--- src/rtl/controle_diferenca.sv ---
// Round-robin sequencer sharing one external |A-B| unit among N_REQ requesters.
// One operand pair in flight at a time; the result is returned tagged with the owner's index.
module controle_diferenca #(
  parameter int N_REQ = 4,
  parameter int WIDTH = 4,
  parameter int ID_W  = 2
) (
  input  logic                     clk,
  input  logic                     rst_n,
  input  logic [N_REQ-1:0]         req,
  input  logic [N_REQ*WIDTH-1:0]   a_in,
  input  logic [N_REQ*WIDTH-1:0]   b_in,
  output logic [N_REQ-1:0]         gnt,
  output logic [WIDTH-1:0]         dif_a,
  output logic [WIDTH-1:0]         dif_b,
  input  logic [WIDTH-1:0]         dif_s,
  input  logic                     dif_sinal,
  output logic                     res_valid,
  input  logic                     res_ready,
  output logic [WIDTH-1:0]         res_s,
  output logic                     res_sinal,
  output logic [ID_W-1:0]          res_id,
  output logic                     busy
);

  typedef enum logic [1:0] {IDLE = 2'd0, EXEC = 2'd1, RESP = 2'd2} state_t;

  localparam logic [ID_W:0]   NR   = (ID_W+1)'(N_REQ);
  localparam logic [ID_W-1:0] LAST = ID_W'(N_REQ-1);

  state_t                        state;
  logic [ID_W-1:0]               ptr, sel, nxt_ptr;
  logic [ID_W:0]                 cand;
  logic [N_REQ-1:0][WIDTH-1:0]   a_v, b_v;

  assign a_v = a_in;
  assign b_v = b_in;

  // Scan from the highest offset down so the closest asserted req to ptr wins.
  always_comb begin
    sel  = ptr;
    cand = '0;
    for (int k = N_REQ-1; k >= 0; k--) begin
      cand = {1'b0, ptr} + (ID_W+1)'(k);
      if (cand >= NR) cand = cand - NR;
      if (req[cand[ID_W-1:0]]) sel = cand[ID_W-1:0];
    end
  end

  assign nxt_ptr = (res_id == LAST) ? '0 : res_id + 1'b1;

  always_ff @(posedge clk or negedge rst_n) begin
    if (!rst_n) begin
      state     <= IDLE;
      ptr       <= '0;
      gnt       <= '0;
      dif_a     <= '0;
      dif_b     <= '0;
      res_valid <= 1'b0;
      res_s     <= '0;
      res_sinal <= 1'b0;
      res_id    <= '0;
      busy      <= 1'b0;
    end else begin
      gnt <= '0;
      case (state)
        IDLE: if (|req) begin
          dif_a  <= a_v[sel];
          dif_b  <= b_v[sel];
          gnt    <= {{(N_REQ-1){1'b0}}, 1'b1} << sel;
          res_id <= sel;
          busy   <= 1'b1;
          state  <= EXEC;
        end
        // Operands have been stable for the whole cycle; sample the unit's output.
        EXEC: begin
          res_s     <= dif_s;
          res_sinal <= dif_sinal;
          res_valid <= 1'b1;
          state     <= RESP;
        end
        RESP: if (res_ready) begin
          res_valid <= 1'b0;
          ptr       <= nxt_ptr;
          busy      <= 1'b0;
          state     <= IDLE;
        end
        default: begin
          busy  <= 1'b0;
          state <= IDLE;
        end
      endcase
    end
  end

endmodule

--- config.mk ---
export PLATFORM = sky130hd
export DESIGN_NAME = controle_diferenca
export DESIGN_NICKNAME = d
export VERILOG_FILES = /design/src/rtl/controle_diferenca.sv
export SDC_FILE = /design/constraint.sdc
export NUM_CORES = 1
export LEC_CHECK = 0
export ABC_AREA = 1
export BUFFER_PORTS_ARGS = -buffer_cell sky130_fd_sc_hd__buf_4
export CAP_MARGIN = 20
export CORE_UTILIZATION = 44
export CTS_BUF_LIST = sky130_fd_sc_hd__clkbuf_8
export DETAILED_ROUTE_END_ITERATION = 10
export PLACE_DENSITY = 0.75
export SYNTH_ARGS = -nofsm -noshare
export SYNTH_HDL_FRONTEND = slang
export SYNTH_SLANG_ARGS = --single-unit
--- constraint.sdc ---
create_clock -name clk -period 1.64 [get_ports clk]
set_clock_uncertainty 0.05 [all_clocks]
set_input_delay 0.164 -clock clk [delete_from_list [all_inputs] [get_ports clk]]
set_output_delay 0.164 -clock clk [all_outputs]
set_load 0.02 [all_outputs]
After elaboration in Yosys (flattened, before gate mapping)
Cells that the tools add are included.
W data, S select, Z words.
{"block": "totals", "ff_bits": 25, "inputBits": 44, "output_inout_bits": 21, "elab_cells": 72}
{"block": "op_classes", "n_addsub": 8, "n_bitwise": 1, "n_reduce_logical": 8, "n_shift": 1, "eq_ne": 5, "magnitude_cmp": 9, "muxes": 30}
{"cell": "$mux W2", "n": 11}
{"cell": "$bmux W4 S2", "n": 2}
{"cell": "$mux W4", "n": 4}
{"cell": "$lt A2 B3 Y1 const B", "n": 5}
{"cell": "$ge A3 B3 Y1 const B", "n": 3}
{"cell": "$bmux W1 S2", "n": 4}
{"cell": "$reduce_and A2 Y1", "n": 4}
{"cell": "$sub A2 B1 Y2 const B", "n": 4}
{"cell": "$add A2 B2 Y3 const B", "n": 2}
{"cell": "$mux W1", "n": 6}
{"cell": "$pmux W2 S3", "n": 1}
{"cell": "$eq A2 B2 Y1 const B", "n": 2}
{"cell": "$ne A2 B2 Y1 const B", "n": 2}
{"cell": "$reduce_or A4 Y1", "n": 1}
{"cell": "$shl A1 B2 Y4 const A", "n": 1}
{"cell": "$add A2 B1 Y3 const B", "n": 1}
{"cell": "$ge A2 B3 Y1 const B", "n": 1}
{"cell": "$pmux W1 S3", "n": 1}
{"cell": "$reduce_and A3 Y1", "n": 1}
{"cell": "$add A2 B1 Y2 const B", "n": 1}
{"cell": "$eq A2 B1 Y1 const B", "n": 1}
{"cell": "$logic_not A2 Y1", "n": 1}
{"cell": "$pmux W1 S2", "n": 1}
{"cell": "$reduce_bool A2 Y1", "n": 1}
{"cell": "$not A1 Y1", "n": 1}

Logic depth before layout (Yosys ltp)
Gate-level depths: netlist of run 1.
{"block": "logic_depth", "word_depth": 12, "depth_mapped": 16, "depth_no_buf": 14}

Least setup slack after synthesis of run 1
Ideal clock, no wire load.
{"block": "synth_timing", "path_kind": "register to register", "from": "reg ptr[0]", "to": "reg dif_a[0]", "t_required_ps": 1473, "setup_slack_ps": -50, "arrival_ps": 1523, "period_less_slack_ps": 1690, "setup_ps": 117, "path_stages_with_launch": 17, "n_path_buf": 2, "path_cell_list": "dfrtp_1 -> buf_6 -> inv_8 -> nand2_1 -> nand2_1 -> nand2_2 -> nand2_2 -> inv_4 -> nand2_4 -> nand2_2 -> nand2_4 -> nand2_4 -> buf_12 -> nand2_2 -> nand3_1 -> nand3_1 -> nand2_1"}
{"block": "synth_via", "elab_chain_len": 11, "elab_cells_between_ends": 29, "classes_between": "add/sub: 7; order compare: 4; mux: 18"}
{"item": "from (decl)", "line": "32", "rtl": "logic [ID_W-1:0] ptr, sel, nxt_ptr;"}
{"item": "from (signal assigned)", "line": "84", "rtl": "ptr <= nxt_ptr;"}
{"item": "$add A2 B2 Y3", "line": "44", "rtl": "cand = {1'b0, ptr} + (ID_W+1)'(k);"}
{"item": "$ge A3 B3 Y1 / $sub A2 B1 Y2 (equally long branches)", "line": "45", "rtl": "if (cand >= NR) cand = cand - NR;"}
{"item": "$mux W2", "line": "45"}
{"item": "$bmux W1 S2", "line": "46", "rtl": "if (req[cand[ID_W-1:0]]) sel = cand[ID_W-1:0];"}
{"item": "$mux W1 (not written as such)", "line": "46"}
{"item": "$mux W2 (3 in series)", "line": "46"}
{"item": "$mux W2 (*)", "line": "46"}
{"item": "$bmux W4 S2 (*)", "line": "68", "rtl": "dif_a <= a_v[sel];"}
{"item": "$mux W4 (not written as such) (*)", "line": "68"}
{"item": "to (signal assigned)", "line": "68"}
{"item": "to (decl)", "line": "14", "rtl": "output logic [WIDTH-1:0] dif_a,"}
Every way passes the cells marked *; elsewhere a longest branch is shown, timed or not. The select of a mux whose other input is x is not followed.
A chain may end at the register's enable or synchronous reset.

Final worst setup path of run 1
{"block": "layout_timing", "from": "reg ptr[0]", "to": "reg dif_a[3]"}
The elaborated chain is that of the path after synthesis.

==> results.md, run 1 <==
* Critical path class: reg2reg
* Final setup fails at 14
* Leak at 1.22 nW
* Worst Hold Class: in2reg
* Synth top area cells: dfrtp_1 (42%), nand2_1 (17%), nand3_1 (15%)
* Synth Area in XOR/XNOR at 0%
* Mapped Area at 0.00150 mm2
* Main combinational cell family by area after synthesis: simple AND/OR/NAND/NOR gates
* Hpwl dp at 2.90 mm
* Final WS setup at -238 ps
* Dpl cell area at 0.00208 mm2
* Worst-margin pin slew at 379 ps
* Slowest cell on crit path: dfrtp_2
* Compound-cell area share of the yosys netlist at 4.26%
* Max rail drop VDD at 0.00125 V
* Worst rel slew slack at 74.5%
* Standard-cell rows at 20
* Top cell type by total area after synthesis: dfrtp_1
* GRT overflow at 0
* Max-Cap Viols at 0
* Fillers at 246
* Critical Path AT at 2000 ps
* First-pass GRT wire length at 6.22 mm
* Mux share of post-synthesis cell area at 0%
* Worst Path Max Fanout at 14
* Yosys top cell area share at 41.8%
* # IOs at 65
* Reg power frac at 20.5%
* Initial antenna violation count at 0
* Post-Synthesis Cells at 200
* Worst-path clk slew at 90 ps
* Pin count of the biggest net entering global routing at 26
* Status: finished, violations left
* Final period util at 115%
* Antenna cells at 0
* Grt peak-use layer: met2
* Yosys reg bits at 25
* Clock share of power at 7.0%
* Clk root buf: clkbuf_8
* Critical-path cell list: buf_6 > nand2_2 > nand3_1 > nand2_1 > inv_1 > nand2_2 > nand2_4 > nand3_4 > buf_8 > nand3_1 > nand3_1 > nand3_2 > nand2_1
* Fin. Hold Viols at 0
* RD Place Congestion at 0.841
* Chip Height at 60.3 um
* Final wirelength at 4.16 mm
* Cell mode on critical path: nand3_1
* Req. time, crit path at 1760 ps
* Placed cells at 316
* Deepest clock path buffer count at 2
* Number of buffers created by CTS at 3
* Worst path max stage delay at 490 ps
* 1st-iter DRT viols at 89
* GRT Util Overall at 23.0%
* Wire per inst at 12.8 um
* Synth unique cells at 23
* PwrDens at 2370 mW/mm2
* Max-slew violation count at 0
* Met1 Usage GRT at 31.9%
* Drt via density at 4.95
* Area grow syn2layout at 54.2%
* P_sw at 2.80 mW
* DR vias at 1,605
* RSZ-0062 raised after global routing: yes
* Synthesis Warnings at 0
* Multi-input logic area at 853 um2
* Min Tclk post-route at 1880 ps
* Post-route ant nets at 0
* CTS tree: done
* IO buf count at 64
* Crit. End Element: flip-flop
* Vias in the first global route at 1,425
* Maximum clock frequency at 0.532 GHz
* Worst-skew pair later-pin latency at 270 ps
* Die Area at 0.00364 mm2
* Delay-heaviest family, CP: simple AND/OR/NAND/NOR gates
* DRC errors left at 0
* Final Net Count at 326
* WP buf/inv at 3
* Adder-cell share of the synthesized area at 0.836%
* Met2 Usage GRT at 36.3%
* Initial Util at 47.8%
* Die W at 60.3 um
* Sequential standard cell area at 627 um2
* Post-synthesis sequential area ratio at 41.8%
* Sink Count at 25
* Post-route design area at 0.00231 mm2
* Post-Layout Cell Count at 324
* Avg Inst Size Synth at 7.48 um2
* Post-Synth Simple-Gate Area at 44.6%
* Nature of the critical path startpoint: flip-flop
* Met3 GRT Util at 3.68%
* Share of layout cells above drive strength 1 at 47.5%
* P_int at 2.66 mW
* TritonRoute pass-1 iters at 4
* Combinational Power Share at 72.5%
* Switching share of total power at 51.4%
* Failing checks: negative setup slack
* Core ar. at 0.00313 mm2
* Syn Nets at 245
* H-tree depth at 1
-- stage by stage --
| step | util [%] | total power [mW] | TNS [ps] | setup slack [ps] | hold slack (ps) |
|---|---|---|---|---|---|
| floorplan | - | 3.49 | -402 | -50.2 | -182 |
| global placement | 66.6 | 4.42 | -2130 | -221 | 34.3 |
| detailed placement | 66.6 | 4.48 | -2640 | -265 | 36.9 |
| CTS | 68.7 | 4.91 | -1370 | -145 | 29.1 |
| global route | 73.8 | 5.93 | -3520 | -352 | 39.2 |
| finish | 73.8 | 5.46 | -1980 | -238 | 32.5 |
-- flip-flops by register name, indices dropped and copies added (netlist names) --
signal,cells
res_s,4
dif_b,4
ptr,2
state,2
dif_a,4
res_sinal,1
busy,1
res_id,2
res_valid,1
gnt,4
-- tightest hold or removal path: cells and delay by family --
kind | cells | cell delay, ps
buffers and inverters | 1 | 80
and+or+nand+nor | 2 | 90
-- power groups by stage --
| stage | clock (mW) | sequential [mW] | combinational [mW] |
|---|---|---|---|
| floorplan | 0 | 1.37 | 2.12 |
| detailed placement | 0 | 1.13 | 3.35 |
| global placement | 0 | 1.12 | 3.30 |
| global route | 0.420 | 1.15 | 4.37 |
| CTS | 0.396 | 1.12 | 3.39 |
| finish | 0.385 | 1.12 | 3.96 |
-- Yosys cell counts, drive strengths merged --
cell type and n:
o31ai 1, ha 1, o21ai 3, nand2 84, dfrtp 25, a31oi 1
nor3 1, nor2 10, nand3 46, inv 17, buf 6, a21oi 4
nor4 1
-- final timing paths --
| check | start | to | slack, ps | cells after the start |
|---|---|---|---|---|
| hold reg to reg | dif_a[2] | dif_a[2] | 430 | 2 |
| setup reg to reg | ptr[0] | dif_a[3] | -240 | 13 |
| max in group asynchronous | rst_n | ptr[0] | 1000 | 2 |
| hold / removal | dif_sinal | res_sinal | 30 | 3 |
| setup / recovery | ptr[0] | dif_a[3] | -240 | 13 |
| min in group asynchronous | rst_n | res_s[3] | 280 | 2 |
-- cell usage in the layout (no fill, tap or decap), types with 2 or more instances in the layout --
cell	instances
inv_1	11
clkbuf_8	3
nand3_2	12
o21ai_0	2
nor2_1	10
nand2_2	19
dfrtp_1	24
buf_6	2
nand2_1	59
nand3_1	33
clkinvlp_4	3
inv_2	2
buf_4	76
nand2_4	5
a21oi_1	4
buf_8	2
-- final cells by class --
| class | instances | area share [%] |
|---|---|---|
| timing repair buffer | 81 | 27.4 |
| clock inverter | 1 | 0.380 |
| timing repair inverter | 1 | 0.325 |
| multi-input combinational | 152 | 37.0 |
| sequential | 25 | 27.2 |
| tap | 44 | 2.39 |
| inverter | 17 | 3.52 |
| clock buffer | 3 | 1.79 |
-- per-layer routing --
metal / routed length [um] / vias up
met5: 0 / -
met4: 44 / 0
met3: 165 / 5
met2: 2160 / 42
met1: 1790 / 751
li1: - / 807
-- cells by family after synthesis --
family                     after synthesis
and+or+nand+nor                        142
buffers and inverters                   23
DFF                                     25
AOI/OAI and AO/OA                        9
adders and majority gates                1
-- repair_timing --
action / CTS / global route
pin swaps: 0 / 21
hold buffers: 1 / 0
endpoints found under the setup margin: 14 / 14
gates resized for setup: 2 / 35
hold endpoints to repair: 25 / 0
gates cloned: 0 / 1
buffers inserted: 0 / 2
No activity file was read; power rests on OpenSTA's default activity.
==> inputs of run 2 (changes only) <==
--- a/config.mk
+++ b/config.mk
@@ -11,7 +11,7 @@
 export CORE_UTILIZATION = 44
 export CTS_BUF_LIST = sky130_fd_sc_hd__clkbuf_8
 export DETAILED_ROUTE_END_ITERATION = 10
-export PLACE_DENSITY = 0.75
+export PLACE_DENSITY = 0.86
 export SYNTH_ARGS = -nofsm -noshare
 export SYNTH_HDL_FRONTEND = slang
 export SYNTH_SLANG_ARGS = --single-unit
==> run 2 against run 1 <==
Against the previous run: the flow still finishes with violations (negative setup slack); setup slack worse by 3.8 ps; first-iteration DRC count up 45%; non-clock buffer count up 9; largest cell class unchanged; critical path type unchanged; routed wire length up 44%.
==> results.md, run 2 (synthesized netlist as in run 1, its figures left out) <==
* Status: finished, violations left
* Failing checks: negative setup slack
* Initial antenna violation count at 0
* Final WS setup at -242 ps
* Post-route design area at 0.00261 mm2
* DRC errors left at 0
* H-tree depth at 1
* Core ar. at 0.00313 mm2
* Worst Path Max Fanout at 8
* CTS tree: done
* TritonRoute pass-1 iters at 4
* Hpwl dp at 3.11 mm
* Die W at 60.3 um
* Wire per inst at 17.8 um
* GRT overflow at 0
* Drt via density at 5.48
* Vias in the first global route at 1,605
* Worst rel slew slack at 72.4%
* Worst path max stage delay at 460 ps
* Worst-path clk slew at 100 ps
* Post-layout util at 83.5%
* Post-route ant nets at 0
* Number of buffers created by CTS at 3
* Share of layout cells above drive strength 1 at 57.4%
* Final wirelength at 5.97 mm
* Final Net Count at 337
* Most frequent cells in the layout: buf_4 (78), nand2_1 (55), nand3_2 (25), dfrtp_1 (24), nand2_2 (22)
* Pin count of the biggest net entering global routing at 26
* DR vias at 1,835
* 1st-iter DRT viols at 129
* Setup crit start: ptr[0]
* # IOs at 65
* Leak at 1.35 nW
* Worst-skew pair later-pin latency at 290 ps
* Design Power at 6.78 mW
* Fin Hold WS at 18.3 ps
* R2r startpoint: ptr[0]
* Critical path class: reg2reg
* Chip Height at 60.3 um
* Final setup fails at 14
* Antenna cells at 0
* Nature of the critical path startpoint: flip-flop
* Req. time, crit path at 1780 ps
* Max-slew violation count at 0
* Initial Util at 47.8%
* WP buf/inv at 3
* IO buf count at 64
* Deepest clock path buffer count at 2
* Critical Path AT at 2020 ps
* RSZ-0062 raised after global routing: yes
* Max-Cap Viols at 0
* Critical-path cell list: buf_6 > nand2_1 > nand2_2 > nand2_2 > nand2_2 > inv_4 > nand2_4 > nand2_4 > nand2_8 > buf_12 > nand3_2 > nand3_2 > nand3_1 > nand2_1
* Standard-cell rows at 20
* Die Area at 0.00364 mm2
* Worst Hold Class: in2reg
* Post-Place Worst Slack at -231 ps
* Most common cell after layout, fill and taps aside: buf_4
* Final period util at 115%
* Slowest cell on crit path: dfrtp_2
* Crit. End Element: flip-flop
* Worst-margin pin slew at 410 ps
* Area grow syn2layout at 74.5%
* Min-delay src: dif_s[3]
* Max rail drop VDD at 0.00130 V
* RD Place Congestion at 0.849
* Delay-heaviest family, CP: simple AND/OR/NAND/NOR gates
* Dpl cell area at 0.00213 mm2
* First-pass GRT wire length at 7.39 mm
* PwrDens at 2600 mW/mm2
* Maximum clock frequency at 0.531 GHz
* GRT Util Overall at 27.8%
* Clk root buf: clkbuf_8
* Cell mode on critical path: nand2_2
* Fin. Hold Viols at 0
* Sink Count at 25
* Min Tclk post-route at 1880 ps
run 2: area by class of cell:
class	count	area [um2]
Clock buffer	3	41.3
Clock inverter	1	8.76
Fill cell	181	517
Inverter	17	82.6
Multi-Input combinational cell	154	1020
Sequential cell	25	627
Tap cell	44	55.1
Timing Repair Buffer	90	764
Timing Repair inverter	1	7.51
run 2: where the power goes:
group          leakage (nW)  switching [mW]  internal (mW)
combinational          1.02            3.06           2.16
clock                0.0261           0.240          0.179
sequential            0.307           0.223          0.919
run 2: worst paths after layout:
path	endpoint	slack, ps	depth (start not counted)
max reg2reg	dif_b[2]	-240	14
min	res_s[3]	20	3
min reg2reg	res_s[3]	440	2
max	dif_b[2]	-240	14
max in group asynchronous	ptr[0]	1000	2
min in group asynchronous	res_s[1]	280	2
run 2: worst register-to-register path, stage by stage (launching register included):
cell     delay (ps)
dfrtp_2         460
buf_6           140
nand2_1          80
nand2_2          80
nand2_2          90
nand2_2          70
inv_4            70
nand2_4          60
nand2_4          90
nand2_8         110
buf_12          170
nand3_2          60
nand3_2          70
nand3_1         100
nand2_1          70
run 2: stage by stage:
stage | TNS, ps | cells
floorplan | -402 | 200
global placement | -1680 | 317
detailed placement | -2500 | 317
CTS | -1380 | 331
global route | -3580 | 335
finish | -2540 | 335
run 2: routing by layer:
layer	global-route usage [%]	routed length [um]	vias up
li1	-	-	829
met1	37.0	2330	871
met2	47.1	2950	108
met3	3.46	384	27
met4	8.31	295	0
met5	0	0	-
run 2: repair_timing:
action | 4_1_cts | 5_1_grt
pin swaps | 0 | 33
hold endpoints to repair | 25 | 0
hold buffers | 1 | 0
setup buffers | 7 | 1
endpoints found under the setup margin | 14 | 15
gates resized for setup | 17 | 50
cloned | 2 | 3
==> inputs of run 3 (changes only) <==
--- a/config.mk
+++ b/config.mk
@@ -8,10 +8,10 @@
 export ABC_AREA = 1
 export BUFFER_PORTS_ARGS = -buffer_cell sky130_fd_sc_hd__buf_4
 export CAP_MARGIN = 20
-export CORE_UTILIZATION = 44
+export CORE_UTILIZATION = 45
 export CTS_BUF_LIST = sky130_fd_sc_hd__clkbuf_8
 export DETAILED_ROUTE_END_ITERATION = 10
-export PLACE_DENSITY = 0.86
+export PLACE_DENSITY = 0.84
 export SYNTH_ARGS = -nofsm -noshare
 export SYNTH_HDL_FRONTEND = slang
 export SYNTH_SLANG_ARGS = --single-unit
==> constraint.sdc (replaced) <==
create_clock -name clk -period 2.1 [get_ports clk]
set_clock_uncertainty 0.05 [all_clocks]
set_input_delay 0.21 -clock clk [delete_from_list [all_inputs] [get_ports clk]]
set_output_delay 0.21 -clock clk [all_outputs]
set_load 0.02 [all_outputs]
==> run 3 against run 2 <==
Against the previous run: the run now ends clean; register-to-register slack gained 410 ps; sequential cell count is the same; critical endpoint is now dif_a[0]; global-route usage shrank 5.2 points; core utilization shrank 16 points; combinational power shrank 52%; clock power shrank 34%; largest cell class unchanged; via count shrank 16%.
==> results.md, run 3 (synthesized netlist as in run 1, its figures left out) <==
* Status: completed
* Number of buffers created by CTS at 3
* Clock share of power at 7.6%
* Worst rel slew slack at 75.2%
* Most frequent cells in the layout: buf_4 (68), nand2_1 (66), nand3_1 (45), dfrtp_1 (24), nand2_2 (15)
* Final setup fails at 0
* Leak at 1.14 nW
* Switching share of total power at 51.6%
* Die W at 59.7 um
* P_sw at 1.90 mW
* Area grow syn2layout at 39.2%
* Fillers at 287
* Standard-cell rows at 20
* Worst-skew pair later-pin latency at 270 ps
* Worst-path clk slew at 80 ps
* Sink Count at 25
* Critical path class: reg2reg
* P_int at 1.78 mW
* First-pass GRT wire length at 6.02 mm
* Nature of the critical path startpoint: flip-flop
* Chip Height at 59.7 um
* Initial antenna violation count at 0
* DRC errors left at 0
* Fin. Hold Viols at 0
* Worst Hold Class: in2reg
* DR vias at 1,545
* Req. time, crit path at 2210 ps
* Worst-margin pin slew at 370 ps
* Die Area at 0.00356 mm2
* Post-layout util at 67.1%
* Deepest clock path buffer count at 2
* Final wirelength at 3.70 mm
* Max-slew violation count at 0
* Max-Cap Viols at 0
* Most common cell after layout, fill and taps aside: buf_4
* # IOs at 65
* Critical Path AT at 2040 ps
* Hpwl dp at 2.82 mm
* Share of layout cells above drive strength 1 at 36.3%
* Placed cells at 305
* GRT Util Overall at 22.6%
* PwrDens at 1770 mW/mm2
* Core ar. at 0.00310 mm2
* Final period util at 92.0%
* Final Net Count at 313
* Post-Layout Cell Count at 311
* CTS tree: done
* Post-route ant nets at 0
* Reg power frac at 24.1%
* Maximum clock frequency at 0.518 GHz
* GRT overflow at 0
* Worst Path Max Fanout at 15
* TritonRoute pass-1 iters at 4
* Vias in the first global route at 1,458
* H-tree depth at 1
* Drt via density at 4.97
* Min Tclk post-route at 1930 ps
* Max rail drop VDD at 0.000864 V
* 1st-iter DRT viols at 60
* IO buf count at 64
* Clk root buf: clkbuf_8
* Pin count of the biggest net entering global routing at 26
* Wire per inst at 11.9 um
* Combinational Power Share at 68.3%
* RD Place Congestion at 0.899
* Antenna cells at 0
* Setup_tns at 0 ps
* Crit. End Element: flip-flop
* Fin Hold WS at 84.2 ps
* Initial Util at 48.2%
-- run 3: path summary, 6_finish.rpt --
kind | start | end | slack (ps) | depth (start not counted)
min in group asynchronous | rst_n | res_s[2] | 330 | 2
worst min register to register | res_s[2] | res_s[2] | 430 | 2
max in group asynchronous | rst_n | ptr[0] | 1420 | 2
worst max-delay path | ptr[0] | dif_a[0] | 170 | 13
worst max register to register | ptr[0] | dif_a[0] | 170 | 13
worst min-delay path | dif_s[1] | res_s[1] | 80 | 3
-- run 3: metal layers --
metal | up-vias | GRT usage, % | part of all wire (%) | routed length (um)
met1 | 713 | 29.6 | 42 | 1570
met2 | 47 | 37.6 | 51 | 1870
li1 | 779 | - | - | -
met4 | 0 | 7.64 | 1.4 | 53
met5 | - | 0 | 0 | 0
met3 | 6 | 3.90 | 5.5 | 205
-- run 3: layout make-up --
cell class	instances	area, um2	area share [%]
tap	44	55.1	2.64
clock buffer	3	41.3	1.98
sequential	25	627	30.1
inverter	17	73.8	3.54
multi-input combinational	152	761	36.5
clock inverter	1	5.00	0.240
timing repair buffer	69	520	25.0
-- run 3: per-stage QoR --
stage | instance area [um2] | worst slack [ps] | power [mW]
2_1_floorplan | 1500 | 410 | 2.72
3_3_place_gp | 2000 | 101 | 3.25
3_5_place_dp | 2000 | 39.4 | 3.30
4_1_cts | 2060 | 17.4 | 3.59
5_1_grt | 2080 | -9.08 | 4.05
6_report | 2080 | 169 | 3.68
-- run 3: timing repair --
item	in CTS	in global routing
hold buffers	1	0
endpoints found under the hold margin	25	0
setup endpoints to repair	0	12
setup buffers	0	1
resized for setup	0	3
-- run 3: worst max-delay path: stages (launching register included) --
cell and delay (ps):
dfrtp_2 500, inv_8 120, nand2_1 60, nand2_1 90
nand2_1 80, nand2_2 90, inv_4 50, nand2_4 80
nand3_4 180, buf_4 210, nand3_1 80, nand3_1 80
nand3_1 110, nand2_1 60
-- run 3: power by group through the flow --
stage | logic, mW | clock network [mW] | registers [mW]
after floorplan | 1.66 | 0 | 1.07
after global placement | 2.36 | 0 | 0.890
after detailed placement | 2.41 | 0 | 0.895
after CTS | 2.41 | 0.288 | 0.890
after global routing | 2.82 | 0.309 | 0.918
final | 2.51 | 0.278 | 0.887
